$ cat config.mk
export PLATFORM = sky130hd
export DESIGN_NAME = tsg_flat
export DESIGN_NICKNAME = d
export VERILOG_FILES = /design/src/rtl/tsg_if.sv /design/src/rtl/tsg.sv /design/src/flat_wrapper.sv
export SDC_FILE = /design/constraint.sdc
export NUM_CORES = 1
export LEC_CHECK = 0
export BUFFER_PORTS_ARGS = -buffer_cell sky130_fd_sc_hd__clkbuf_2
export CAP_MARGIN = 0
export CORE_ASPECT_RATIO = 2
export CORE_MARGIN = 3
export CORE_UTILIZATION = 48
export CTS_CLUSTER_DIAMETER = 150
export DETAILED_ROUTE_END_ITERATION = 8
export PLACE_DENSITY = 0.91
export SLEW_MARGIN = 0
export SYNTH_ARGS = -nofsm -noshare
export SYNTH_HDL_FRONTEND = slang
export SYNTH_SLANG_ARGS = --single-unit
export TNS_END_PERCENT = 30
$ cat constraint.sdc
create_clock -name clk -period 4 [get_ports clk]
set_input_delay 0.8 -clock clk [delete_from_list [all_inputs] [get_ports clk]]
set_output_delay 0.8 -clock clk [all_outputs]
set_load 0.05 [all_outputs]
$ cat src/rtl/tsg_if.sv
// Handshake bundle between the LTSSM controller / TX lane and the training-sequence generator.
// The controller side drives the master modport; tsg connects through the slave modport.
interface tsg_if;
    logic [7:0]   ts_info;
    logic         ts_update;
    logic         ts_update_ack;
    logic         ts_stop;
    logic         tx_ready;
    logic         tx_ts_valid;
    logic [127:0] tx_ts;
    logic         ts_sent_enough;

    modport master (
        output ts_info, ts_update, ts_stop, tx_ready,
        input  ts_update_ack, tx_ts_valid, tx_ts, ts_sent_enough
    );

    modport slave (
        input  ts_info, ts_update, ts_stop, tx_ready,
        output ts_update_ack, tx_ts_valid, tx_ts, ts_sent_enough
    );
endinterface

$ cat src/rtl/tsg.sv
// Training-sequence generator: builds Polling TS1/TS2 ordered sets and streams them on a
// valid/ready interface, counting accepted TSs against a per-context target.
module tsg #(
    parameter int TS1_TARGET = 1024,
    parameter int TS2_TARGET = 16,
    parameter int GAP_CYC    = 0
) (
    input  logic  clk,
    input  logic  rst,
    tsg_if.slave  bus
);
    localparam logic [7:0] COM          = 8'hBC;
    localparam logic [7:0] PADG12       = 8'hF7;
    localparam logic [7:0] D10_2        = 8'h4A;
    localparam logic [7:0] D5_2         = 8'h45;
    localparam logic [3:0] POLL         = 4'h2;
    localparam logic [3:0] POLL_ACTIVE  = 4'h0;
    localparam logic [5:0] RATE_SUPPORT = 6'b000010;

    localparam logic [15:0] TS1_TGT  = 16'(TS1_TARGET);
    localparam logic [15:0] TS2_TGT  = 16'(TS2_TARGET);
    localparam logic [15:0] GAP_LOAD = 16'((GAP_CYC > 0) ? (GAP_CYC - 1) : 0);

    typedef enum logic [1:0] {IDLE, SEND, GAP} state_t;

    state_t         state_q, state_d;
    logic [127:0]   ts_q, ts_d;
    logic           vld_q, vld_d;
    logic           ack_q, ack_d;
    logic           enough_q, enough_d;
    logic           ts1_q, ts1_d;
    logic [15:0]    cnt_q, cnt_d;
    logic [15:0]    gap_q, gap_d;

    logic           accept;
    logic           boundary;
    logic           take_upd;
    logic [15:0]    cnt_inc;
    logic [15:0]    target;

    function automatic logic [127:0] build_ts(input logic [3:0] sub);
        logic [7:0] id;
        id = (sub == POLL_ACTIVE) ? D10_2 : D5_2;
        return {COM, PADG12, PADG12, 8'hFF, {2'b00, RATE_SUPPORT}, 8'h00, {10{id}}};
    endfunction

    assign accept   = vld_q & bus.tx_ready;
    assign boundary = (state_q == GAP) || ((state_q == SEND) && (!vld_q || accept));
    // Stop beats a simultaneous update; the level request is then honoured from IDLE.
    assign take_upd = bus.ts_update && !ack_q &&
                      ((state_q == IDLE) || (boundary && !bus.ts_stop));
    assign cnt_inc  = (cnt_q == 16'hFFFF) ? cnt_q : cnt_q + 16'd1;
    assign target   = ts1_q ? TS1_TGT : TS2_TGT;

    always_comb begin
        state_d  = state_q;
        ts_d     = ts_q;
        vld_d    = vld_q;
        ack_d    = 1'b0;
        enough_d = enough_q;
        ts1_d    = ts1_q;
        cnt_d    = cnt_q;
        gap_d    = gap_q;

        case (state_q)
            SEND: begin
                if (accept) begin
                    cnt_d    = cnt_inc;
                    enough_d = enough_q | (cnt_inc >= target);
                    if (GAP_CYC > 0) begin
                        state_d = GAP;
                        vld_d   = 1'b0;
                        gap_d   = GAP_LOAD;
                    end
                end
            end
            GAP: begin
                if (gap_q == 16'd0) begin
                    state_d = SEND;
                    vld_d   = 1'b1;
                end else begin
                    gap_d = gap_q - 16'd1;
                end
            end
            default: ;
        endcase

        if ((state_q != IDLE) && boundary && bus.ts_stop) begin
            state_d = IDLE;
            vld_d   = 1'b0;
        end

        // A newly taken context discards any count from an accept in the same cycle.
        if (take_upd) begin
            ack_d    = 1'b1;
            cnt_d    = 16'd0;
            enough_d = 1'b0;
            ts_d     = build_ts(bus.ts_info[3:0]);
            ts1_d    = (bus.ts_info[3:0] == POLL_ACTIVE);
            if (bus.ts_info[7:4] == POLL) begin
                state_d = SEND;
                vld_d   = 1'b1;
            end else begin
                state_d = IDLE;
                vld_d   = 1'b0;
            end
        end
    end

    always_ff @(posedge clk or posedge rst) begin
        if (rst) begin
            state_q  <= IDLE;
            ts_q     <= '0;
            vld_q    <= 1'b0;
            ack_q    <= 1'b0;
            enough_q <= 1'b0;
            ts1_q    <= 1'b0;
            cnt_q    <= '0;
            gap_q    <= '0;
        end else begin
            state_q  <= state_d;
            ts_q     <= ts_d;
            vld_q    <= vld_d;
            ack_q    <= ack_d;
            enough_q <= enough_d;
            ts1_q    <= ts1_d;
            cnt_q    <= cnt_d;
            gap_q    <= gap_d;
        end
    end

    assign bus.tx_ts          = ts_q;
    assign bus.tx_ts_valid    = vld_q;
    assign bus.ts_update_ack  = ack_q;
    assign bus.ts_sent_enough = enough_q;
endmodule
$ cat src/flat_wrapper.sv
// flat-port wrapper written by rule: the top's interface ports become plain ports
module tsg_flat 
#(
    parameter int TS1_TARGET = 1024,
    parameter int TS2_TARGET = 16,
    parameter int GAP_CYC    = 0
)
  (clk, rst, bus_ts_info, bus_ts_update, bus_ts_stop, bus_tx_ready, bus_ts_update_ack, bus_tx_ts_valid, bus_tx_ts, bus_ts_sent_enough);
  tsg_if bus_i ();
  input  logic clk;
  input  logic rst;
  input wire logic [$bits(bus_i.ts_info)-1:0] bus_ts_info;
  input wire logic [$bits(bus_i.ts_update)-1:0] bus_ts_update;
  input wire logic [$bits(bus_i.ts_stop)-1:0] bus_ts_stop;
  input wire logic [$bits(bus_i.tx_ready)-1:0] bus_tx_ready;
  output wire logic [$bits(bus_i.ts_update_ack)-1:0] bus_ts_update_ack;
  output wire logic [$bits(bus_i.tx_ts_valid)-1:0] bus_tx_ts_valid;
  output wire logic [$bits(bus_i.tx_ts)-1:0] bus_tx_ts;
  output wire logic [$bits(bus_i.ts_sent_enough)-1:0] bus_ts_sent_enough;
  assign bus_i.ts_info = bus_ts_info;
  assign bus_i.ts_update = bus_ts_update;
  assign bus_i.ts_stop = bus_ts_stop;
  assign bus_i.tx_ready = bus_tx_ready;
  assign bus_ts_update_ack = bus_i.ts_update_ack;
  assign bus_tx_ts_valid = bus_i.tx_ts_valid;
  assign bus_tx_ts = bus_i.tx_ts;
  assign bus_ts_sent_enough = bus_i.ts_sent_enough;
  tsg #(.TS1_TARGET(TS1_TARGET), .TS2_TARGET(TS2_TARGET), .GAP_CYC(GAP_CYC)) u_core (.clk(clk), .rst(rst), .bus(bus_i));
endmodule
==> results.toml, run 1 <==
[route]
drt-met1-wl_mm = 1.57
drc = 0
num_vias = 1897
route.met2.wl_mm = 3.12
ant_nets = 0
drtIter0Drc = 57
firstDrtPassIters = 4
routed_wl_mm = 5.47
top_layer_used = "met4"
wl_met3_um = 496
routed_via_density = 5.23
wire_per_inst_um = 15.1

[logic_synthesis]
synthFlopType = "dfrtp_1"
synth_compound_area_share_pct = 14.2
synth-simple-area-share_pct = 15.9
synth_xor_area_share_pct = 2.52
synthTopCellsByArea = "buf_4, dfrtp_1, o21ai_0"
syn_inst = 298
synth_area_per_cell_um2 = 8.17
synthAdderAreaFrac_pct = 1.54
ys_async_sr_fraction_pct = 100
syn_area_mm2 = 0.00243
synth.area.mux_share_pct = 0
synth-seq-cells = 22
synth_top_family_by_area = "buffers and inverters"
ys_warn_count = 0
synth_top_cell_area_share_pct = 39.8
synth_edf_count = 0
synth_seq_area_share_pct = 22.6
synth_cell_types = 44
synth_area_leader_cell = "buf_4"

[die]
num_rows = 36
die_w_um = 56.4
die_y_um = 107
core_mm2 = 0.00491
initial_core_util_pct = 49.6
dieArea_mm2 = 0.00601
io_pins = 144

[worst_setup_path]
startpoint = "u_core.cnt_q[0]"
crit_path_start_kind = "flip-flop"
r2r-start = "u_core.cnt_q[0]"
crit_path_end = "u_core.bus.ts_sent_enough"
max_stage_delay_ns = 0.53
critPathSlowestCell = "or4_1"
rr_endpoint = "u_core.bus.ts_sent_enough"
cpMostUsedCell = "ha_1"
cp_cell_sequence = "ha_1, nand4_4, nor4_4, nor2_1, xnor2_1, ha_1, o221a_1, or4_1, a32o_1"
ff2ff_path_depth = 9
worstPathRequired_ns = 4.16
worstSetupEndpointType = "flip-flop"
reg2reg_slack_ns = 1.01
critical_path_arrival_ns = 3.15
critPathMaxFanout = 8
path_class = "reg -> reg"

[timing]
finalSetupTns_ns = 0
grt_setup_unrepaired = "no"
hold_viol_final = 0
relSlewSlack_pct = 36.1
skew_ns = 0.00474
setup_ws_ns = 1.01
worst_pin_slew_ns = 0.959
finalSetupViolations = 0
finalCritPeriodShare_pct = 74.7
whs_ns = 0.559
finalMaxSlewViolations = 0
fmax_mhz = 335
post-route-min-period_ns = 2.99

[grt]
grt_pass1_wl_mm = 8.33
grt_pass1_vias = 1640
grt.total_usage_pct = 17.2
antenna_found_initial = 0
grt_max_degree = 40
grt_overflow = 0

[finish]
nets = 323
num-fill-cells = 481
final_cell_area_mm2 = 0.00220
drive_gt1_share_pct = 35.0
insertedDiodeCount = 0
area_delta_synth_final_pct = -9.81

[cts]
cts_buffer_depth = 2
cts_root_buffer = "clkbuf_8"
holdBufCountCts = 0
cts.repair.resized = 0
post_cts_buffers = 0
clkTransAtPathRegs_ns = 0.09
cts_buffers = 3
clock_sinks = 22
clk_latency_ns = 0.27
cts_tree = "built"
htree_levels = 1

[power]
p_int_w = 0.000388
power_w = 0.000782
power.static_leakage_nw = 1.14
p_seq_share_pct = 35.4
power_frac_comb_pct = 43.2
vdd_drop_max_mv = 0.200
clkPwrFrac_pct = 21.4
switching_power_w = 0.000394
power_density_mw_per_mm2 = 356
p_sw_share_pct = 50.4

[placement]
portBuffers = 93
dp_slack_ns = 1.03
place.gp.congestion = 0.966
hpwl_mm = 4.41
post_dp_cell_area_mm2 = 0.00214

[job]
cap_violations = 0

[worst_hold_path]
min_from = "u_core.cnt_q[1]"
hold_path_class = "reg -> reg"

[status]
status = "completed"
[registers in the layout, summed over array words and instances (netlist names)]
register / flops
u_core.cnt_q: 16
u_core.bus.tx_ts: 3
u_core.bus.ts_sent_enough: 1
u_core.bus.ts_update_ack: 1
u_core.bus.tx_ts_valid: 1
[layout by cell type (no fill, tap or decap), drive strengths merged, types with 2 or more instances in the layout]
cell / Yosys / routed
clkbuf: 6 / 97
conb: 1 / 50
dfrtp: 22 / 22
o21ai: 19 / 19
nand2: 13 / 13
a21oi: 13 / 13
nor2: 12 / 12
nand3: 11 / 11
nand4: 10 / 10
xnor2: 7 / 7
inv: 5 / 5
o31ai: 5 / 5
and4: 5 / 5
a31oi: 4 / 4
and3: 3 / 3
ha: 3 / 3
nor4: 3 / 3
o21a: 2 / 2
a32o: 2 / 2
a32oi: 2 / 2
buf: 134 / 2
or4: 2 / 2
[power by group through the flow]
stage	sequential [W]	clock (W)	combinational (W)
finish	0.000276	0.000168	0.000338
CTS	0.000276	0.000168	0.000337
global route	0.000282	0.000176	0.000353
floorplan	0.000269	0	0.000367
detailed placement	0.000280	0	0.000336
global placement	0.000277	0	0.000333
[per-stage QoR]
step / std cells / util (%)
2_1_floorplan: 347 / -
3_3_place_gp: 359 / 43.6
3_5_place_dp: 359 / 43.6
4_1_cts: 363 / 44.7
5_1_grt: 363 / 44.7
6_report: 363 / 44.7
[synthesized netlist by cell type, types with 2 or more instances]
master    number
buf_4        129
dfrtp_1       22
o21ai_0       19
a21oi_1       13
nand2_1       13
nor2_1        12
nand3_1       11
nand4_1        8
xnor2_1        7
clkbuf_1       5
inv_1          5
o31ai_1        5
a31oi_1        4
and3_1         3
and4_1         3
buf_2          3
ha_1           3
a32o_1         2
a32oi_1        2
and4_2         2
buf_6          2
nor4_1         2
o21a_1         2
[worst max-delay path: cells and delay by family (launching register included)]
kind / cells / cell delay (ns)
flip-flops: 1 / 0.42
XOR/XNOR: 1 / 0.14
AO/OA/AOI/OAI: 2 / 0.39
adder cells (fa/ha/maj): 2 / 0.66
AND/OR/NAND/NOR: 4 / 1.28
[cells by family after synthesis]
family / count (synthesis)
compound gates: 55
other cells: 1
simple gates: 65
buf+inv: 145
fa+ha+maj: 3
xor+xnor: 7
flops: 22
[per-layer routing]
layer	GRT usage, %	vias up
li1	-	865
met1	15.6	871
met2	33.6	138
met3	1.81	23
met5	0	-
met4	12.4	0
[worst min-delay path by stage]
| stage | cells after the start | to |
|---|---|---|
| 4_1_cts | 1 | u_core.cnt_q[1] |
| 5_1_grt | 1 | u_core.cnt_q[1] |
| 3_3_place_gp | 1 | u_core.cnt_q[1] |
| 3_5_place_dp | 1 | u_core.cnt_q[1] |
| 2_1_floorplan | 1 | u_core.cnt_q[1] |
| 6_report | 1 | u_core.cnt_q[1] |
[final cells by class]
cell class / instances / area, µm² / share of cell area, %
multi-input combinational: 180 / 1020 / 46.4
sequential: 22 / 551 / 25.1
timing repair buffer: 95 / 480 / 21.9
tap: 57 / 71.3 / 3.25
clock buffer: 4 / 55.1 / 2.51
inverter: 5 / 18.8 / 0.855
No activity file was read; power rests on OpenSTA's default activity.
==> run 2: changes to the inputs <==
CORE_UTILIZATION = 40   (was 48)
PLACE_DENSITY = 0.81   (was 0.91)
clock period = 2.59 ns   (was 4 ns; I/O delays follow)
==> run 2 against run 1 <==
Die area up 18%. Non-clock buffer count up 17. Clock skew down 0.00086 ns. First-iteration DRC count down 3.5%. Clock power up 93%. Routed wire length down 3.1%. Critical endpoint unchanged.
==> results.toml, run 2 (synthesized netlist as in run 1, its figures left out) <==
[die]
initial_core_util_pct = 41.9
die_w_um = 61.2
num_rows = 39
io_pins = 144
core_mm2 = 0.00581
dieArea_mm2 = 0.00712
die_y_um = 116

[timing]
finalMaxSlewViolations = 0
worst_pin_slew_ns = 0.969
grt_setup_unrepaired = "yes"
finalSetupViolations = 0
setup_ws_ns = 0.0995
skew_ns = 0.00388
hold_viol_final = 0
fmax_mhz = 402
post-route-min-period_ns = 2.49
finalCritPeriodShare_pct = 96.2
relSlewSlack_pct = 35.4

[route]
routed_wl_mm = 5.30
drc = 0
drtIter0Drc = 55
firstDrtPassIters = 4
wire_per_inst_um = 13.8
routed_via_density = 5.15
ant_nets = 0
num_vias = 1971

[power]
p_sw_share_pct = 46.9
power_w = 0.00131
clkPwrFrac_pct = 24.8
switching_power_w = 0.000613
p_int_w = 0.000693
p_seq_share_pct = 32.4
vdd_drop_max_mv = 0.254
power.static_leakage_nw = 1.24
power_density_mw_per_mm2 = 550
power_frac_comb_pct = 42.8

[grt]
grt.total_usage_pct = 14.0
antenna_found_initial = 0
grt_max_degree = 40
grt_pass1_wl_mm = 7.51
grt_pass1_vias = 1606
grt_overflow = 0

[cts]
cts_root_buffer = "clkbuf_16"
clk_latency_ns = 0.25
htree_levels = 1
cts.repair.resized = 0
cts_buffers = 3
clkTransAtPathRegs_ns = 0.06
holdBufCountCts = 0
cts_tree = "built"
cts_buffer_depth = 2
post_cts_buffers = 0
clock_sinks = 22

[finish]
layout_common_cells = "clkbuf_2, conb_1, dfrtp_1"
area_delta_synth_final_pct = -2.47
final_cells = 383
insertedDiodeCount = 0
final_common_cell = "clkbuf_2"
regMostFlops = "u_core.cnt_q"
largest_register_ffs = 16
final_cell_area_mm2 = 0.00237
fin_util_pct = 40.9
nets = 340
drive_gt1_share_pct = 39.4

[worst_setup_path]
path_class = "reg -> reg"
crit_path_start_kind = "flip-flop"
critical_path_arrival_ns = 2.63
critPathSlowestCell = "dfrtp_1"
critPathMaxFanout = 8
cp_cell_sequence = "ha_4, nand4_4, nor4_4, nor2_2, xnor2_2, ha_1, o221a_1, or4_4, a32o_1"
cp.buffers_inverters = 0
worstSetupEndpointType = "flip-flop"
max_stage_delay_ns = 0.44
worstPathRequired_ns = 2.73
path_delay_family = "simple AND/OR/NAND/NOR gates"

[placement]
hpwl_mm = 4.30
placed_cells_incl_taps = 380
dp_slack_ns = 0.0756
portBuffers = 93
place.gp.congestion = 0.898
post_dp_cell_area_mm2 = 0.00228

[worst_hold_path]
hold_path_class = "in -> async"

[job]
cap_violations = 0

[status]
status = "completed"
## run 2: cell type report
cell class | instances | area (µm²)
fill | 564 | 3430
sequential | 22 | 551
multi-input combinational | 180 | 1050
clock buffer | 3 | 75.1
tap | 61 | 76.3
timing repair buffer | 112 | 608
inverter | 5 | 18.8
## run 2: routing by layer
metal / track usage [%] / part of all wire (%)
met3: 1.99 / 9.1
met4: 9.55 / 4.8
met1: 13.1 / 31
met5: 0 / 0
met2: 26.1 / 55
## run 2: stage by stage
stage          TNS [ns]  hold slack [ns]
2_1_floorplan         0            0.507
3_3_place_gp          0            0.522
3_5_place_dp          0            0.549
4_1_cts               0            0.463
5_1_grt         -0.0312            0.506
6_report              0            0.423
## run 2: power groups by stage
stage	Combinational [W]	Clock (W)	Sequential (W)
after floorplan	0.000569	0	0.000416
after global placement	0.000541	0	0.000418
after detailed placement	0.000544	0	0.000421
after CTS	0.000545	0.000327	0.000415
after global routing	0.000595	0.000345	0.000428
final	0.000559	0.000324	0.000423
## run 2: final timing paths
path	start	endpoint	slack (ns)	cells past startpoint
worst max register to register	u_core.cnt_q[1]	u_core.bus.ts_sent_enough	0.1	9
worst max-delay path	u_core.cnt_q[1]	u_core.bus.ts_sent_enough	0.1	9
min in group clk	bus_tx_ready	u_core.bus.tx_ts_valid	0.50	2
max in group asynchronous	rst	u_core.bus.ts_sent_enough	1.62	2
worst min register to register	u_core.cnt_q[12]	u_core.cnt_q[12]	0.57	2
worst min-delay path	rst	u_core.cnt_q[14]	0.42	2
## run 2: worst reg2reg max path, cell delays in order (launching register included)
cell and delay, ns:
dfrtp_1 0.44, ha_4 0.22, nand4_4 0.15, nor4_4 0.27, nor2_2 0.09, xnor2_2 0.14
ha_1 0.29, o221a_1 0.12, or4_4 0.41, a32o_1 0.23
==> run 3: changes to the inputs <==
ABC_AREA = 0   (was default)
CORE_UTILIZATION = 45   (was 40)
HOLD_SLACK_MARGIN = 0.12   (was default)
PLACE_DENSITY = 0.86   (was 0.81)
clock period = 2.7 ns   (was 2.59 ns; I/O delays follow)
==> run 3 against run 2 <==
Critical path depth down 1. Register-to-register slack gained 0.02 ns. Cell area is 2.9% lower. Sequential power is 7.8% lower. First-iteration DRC count shrank 7.3%. Combinational power is 0.7% lower. Clock skew about the same. Non-clock buffer count decreased by 2. Largest power group unchanged. Utilization grew 3.6 points.
==> results.toml, run 3 (synthesized netlist as in run 1, its figures left out) <==
[power]
vdd_drop_max_mv = 0.260
power.static_leakage_nw = 1.22
power_density_mw_per_mm2 = 503
power_w = 0.00116

[worst_setup_path]
path_delay_family = "simple AND/OR/NAND/NOR gates"
r2r-start = "u_core.cnt_q[1]"
rr_endpoint = "u_core.bus.ts_sent_enough"
cp_cell_sequence = "ha_1, buf_4, and4_2, nand4_4, and4_2, o221a_1, or4_1, a32o_1"
startpoint = "u_core.cnt_q[1]"
crit_path_start_kind = "flip-flop"
cp.buffers_inverters = 1
cpMostUsedCell = "and4_2"
critPathSlowestCell = "or4_1"
worstSetupEndpointType = "flip-flop"
worstPathRequired_ns = 2.87
critical_path_arrival_ns = 2.75
critPathMaxFanout = 7
ff2ff_path_depth = 8
path_class = "reg -> reg"
reg2reg_slack_ns = 0.12
max_stage_delay_ns = 0.54

[timing]
fmax_mhz = 387
post-route-min-period_ns = 2.58
grt_setup_unrepaired = "no"
worst_pin_slew_ns = 0.930
finalMaxSlewViolations = 0
finalSetupTns_ns = 0
setup_ws_ns = 0.119
hold_viol_final = 0
finalCritPeriodShare_pct = 95.6
finalSetupViolations = 0
skew_ns = 0.00404
relSlewSlack_pct = 38.0

[job]
cap_violations = 0

[cts]
cts_tree = "built"
cts_buffers = 3
clock_sinks = 22
cts_buffer_depth = 2
holdBufCountCts = 0
clk_latency_ns = 0.27
cts_root_buffer = "clkbuf_8"
cts.repair.resized = 0
htree_levels = 1
clkTransAtPathRegs_ns = 0.08
post_cts_buffers = 0

[die]
dieArea_mm2 = 0.00638
core_mm2 = 0.00518
num_rows = 37
io_pins = 144
die_w_um = 58.0
die_y_um = 110
initial_core_util_pct = 47.0

[finish]
final_cells = 378
regMostFlops = "u_core.cnt_q"
area_delta_synth_final_pct = -5.29
insertedDiodeCount = 0
largest_register_ffs = 16
drive_gt1_share_pct = 38.1
final_common_cell = "clkbuf_2"
layout_common_cells = "clkbuf_2, conb_1, dfrtp_1"
nets = 338

[grt]
grt_pass1_wl_mm = 8.18
grt_max_degree = 40
antenna_found_initial = 0
grt.total_usage_pct = 16.8
grt_overflow = 0
grt_pass1_vias = 1680

[route]
ant_nets = 0
routed_via_density = 5.08
num_vias = 1920
drc = 0
drtIter0Drc = 51
firstDrtPassIters = 4
wire_per_inst_um = 14.6
routed_wl_mm = 5.52

[placement]
hpwl_mm = 4.49
placed_cells_incl_taps = 375
portBuffers = 93
place.gp.congestion = 0.959
dp_slack_ns = 0.0632

[status]
status = "completed"

[worst_hold_path]
hold_path_class = "in -> async"
run 3: worst register-to-register path, delay by kind of cell, from the launching register on:
kind,cells,cell delay (ns)
simple gates,4,1.20
compound gates,2,0.49
flops,1,0.40
fa+ha+maj,1,0.23
buf+inv,1,0.17
run 3: report_power, final:
| group | leakage (nW) | total, W | switching (W) | internal (W) |
|---|---|---|---|---|
| Sequential | 0.291 | 0.000390 | 0.0000344 | 0.000355 |
| Combinational | 0.909 | 0.000555 | 0.000440 | 0.000116 |
| Clock | 0.0216 | 0.000214 | 0.000114 | 0.000100 |
| Total | 1.22 | 0.00116 | 0.000588 | 0.000571 |
run 3: worst max path at each step:
stage / to / slack, ns / depth (start not counted)
2_1_floorplan: u_core.bus.ts_sent_enough / 0.01 / 9
3_3_place_gp: u_core.bus.ts_sent_enough / 0.13 / 9
3_5_place_dp: u_core.bus.ts_sent_enough / 0.06 / 9
4_1_cts: u_core.bus.ts_sent_enough / 0.04 / 9
5_1_grt: u_core.bus.ts_sent_enough / 0.002 / 8
6_report: u_core.bus.ts_sent_enough / 0.12 / 8
run 3: layout make-up:
type / count / area, µm²
clock buffer: 3 / 41.3
fill: 533 / 2880
inverter: 5 / 18.8
multi-input combinational: 180 / 1030
sequential: 22 / 552
tap: 58 / 72.6
timing repair buffer: 110 / 593
run 3: per-stage QoR:
stage	util (%)	hold slack [ns]	instance area, µm²
finish	44.5	0.427	2310
global route	44.5	0.487	2310
CTS	44.3	0.455	2300
detailed placement	43.5	0.546	2250
global placement	43.5	0.520	2250
floorplan	-	0.507	2620
run 3: metal layers:
| layer | vias up | wire length [µm] | global-route usage [%] | part of all wire (%) |
|---|---|---|---|---|
| met1 | 873 | 1650 | 14.7 | 30 |
| met3 | 19 | 501 | 0.932 | 9.1 |
| met5 | - | 0 | 0 | 0 |
| met4 | 0 | 250 | 11.1 | 4.5 |
| li1 | 893 | - | - | - |
| met2 | 135 | 3120 | 34.3 | 57 |
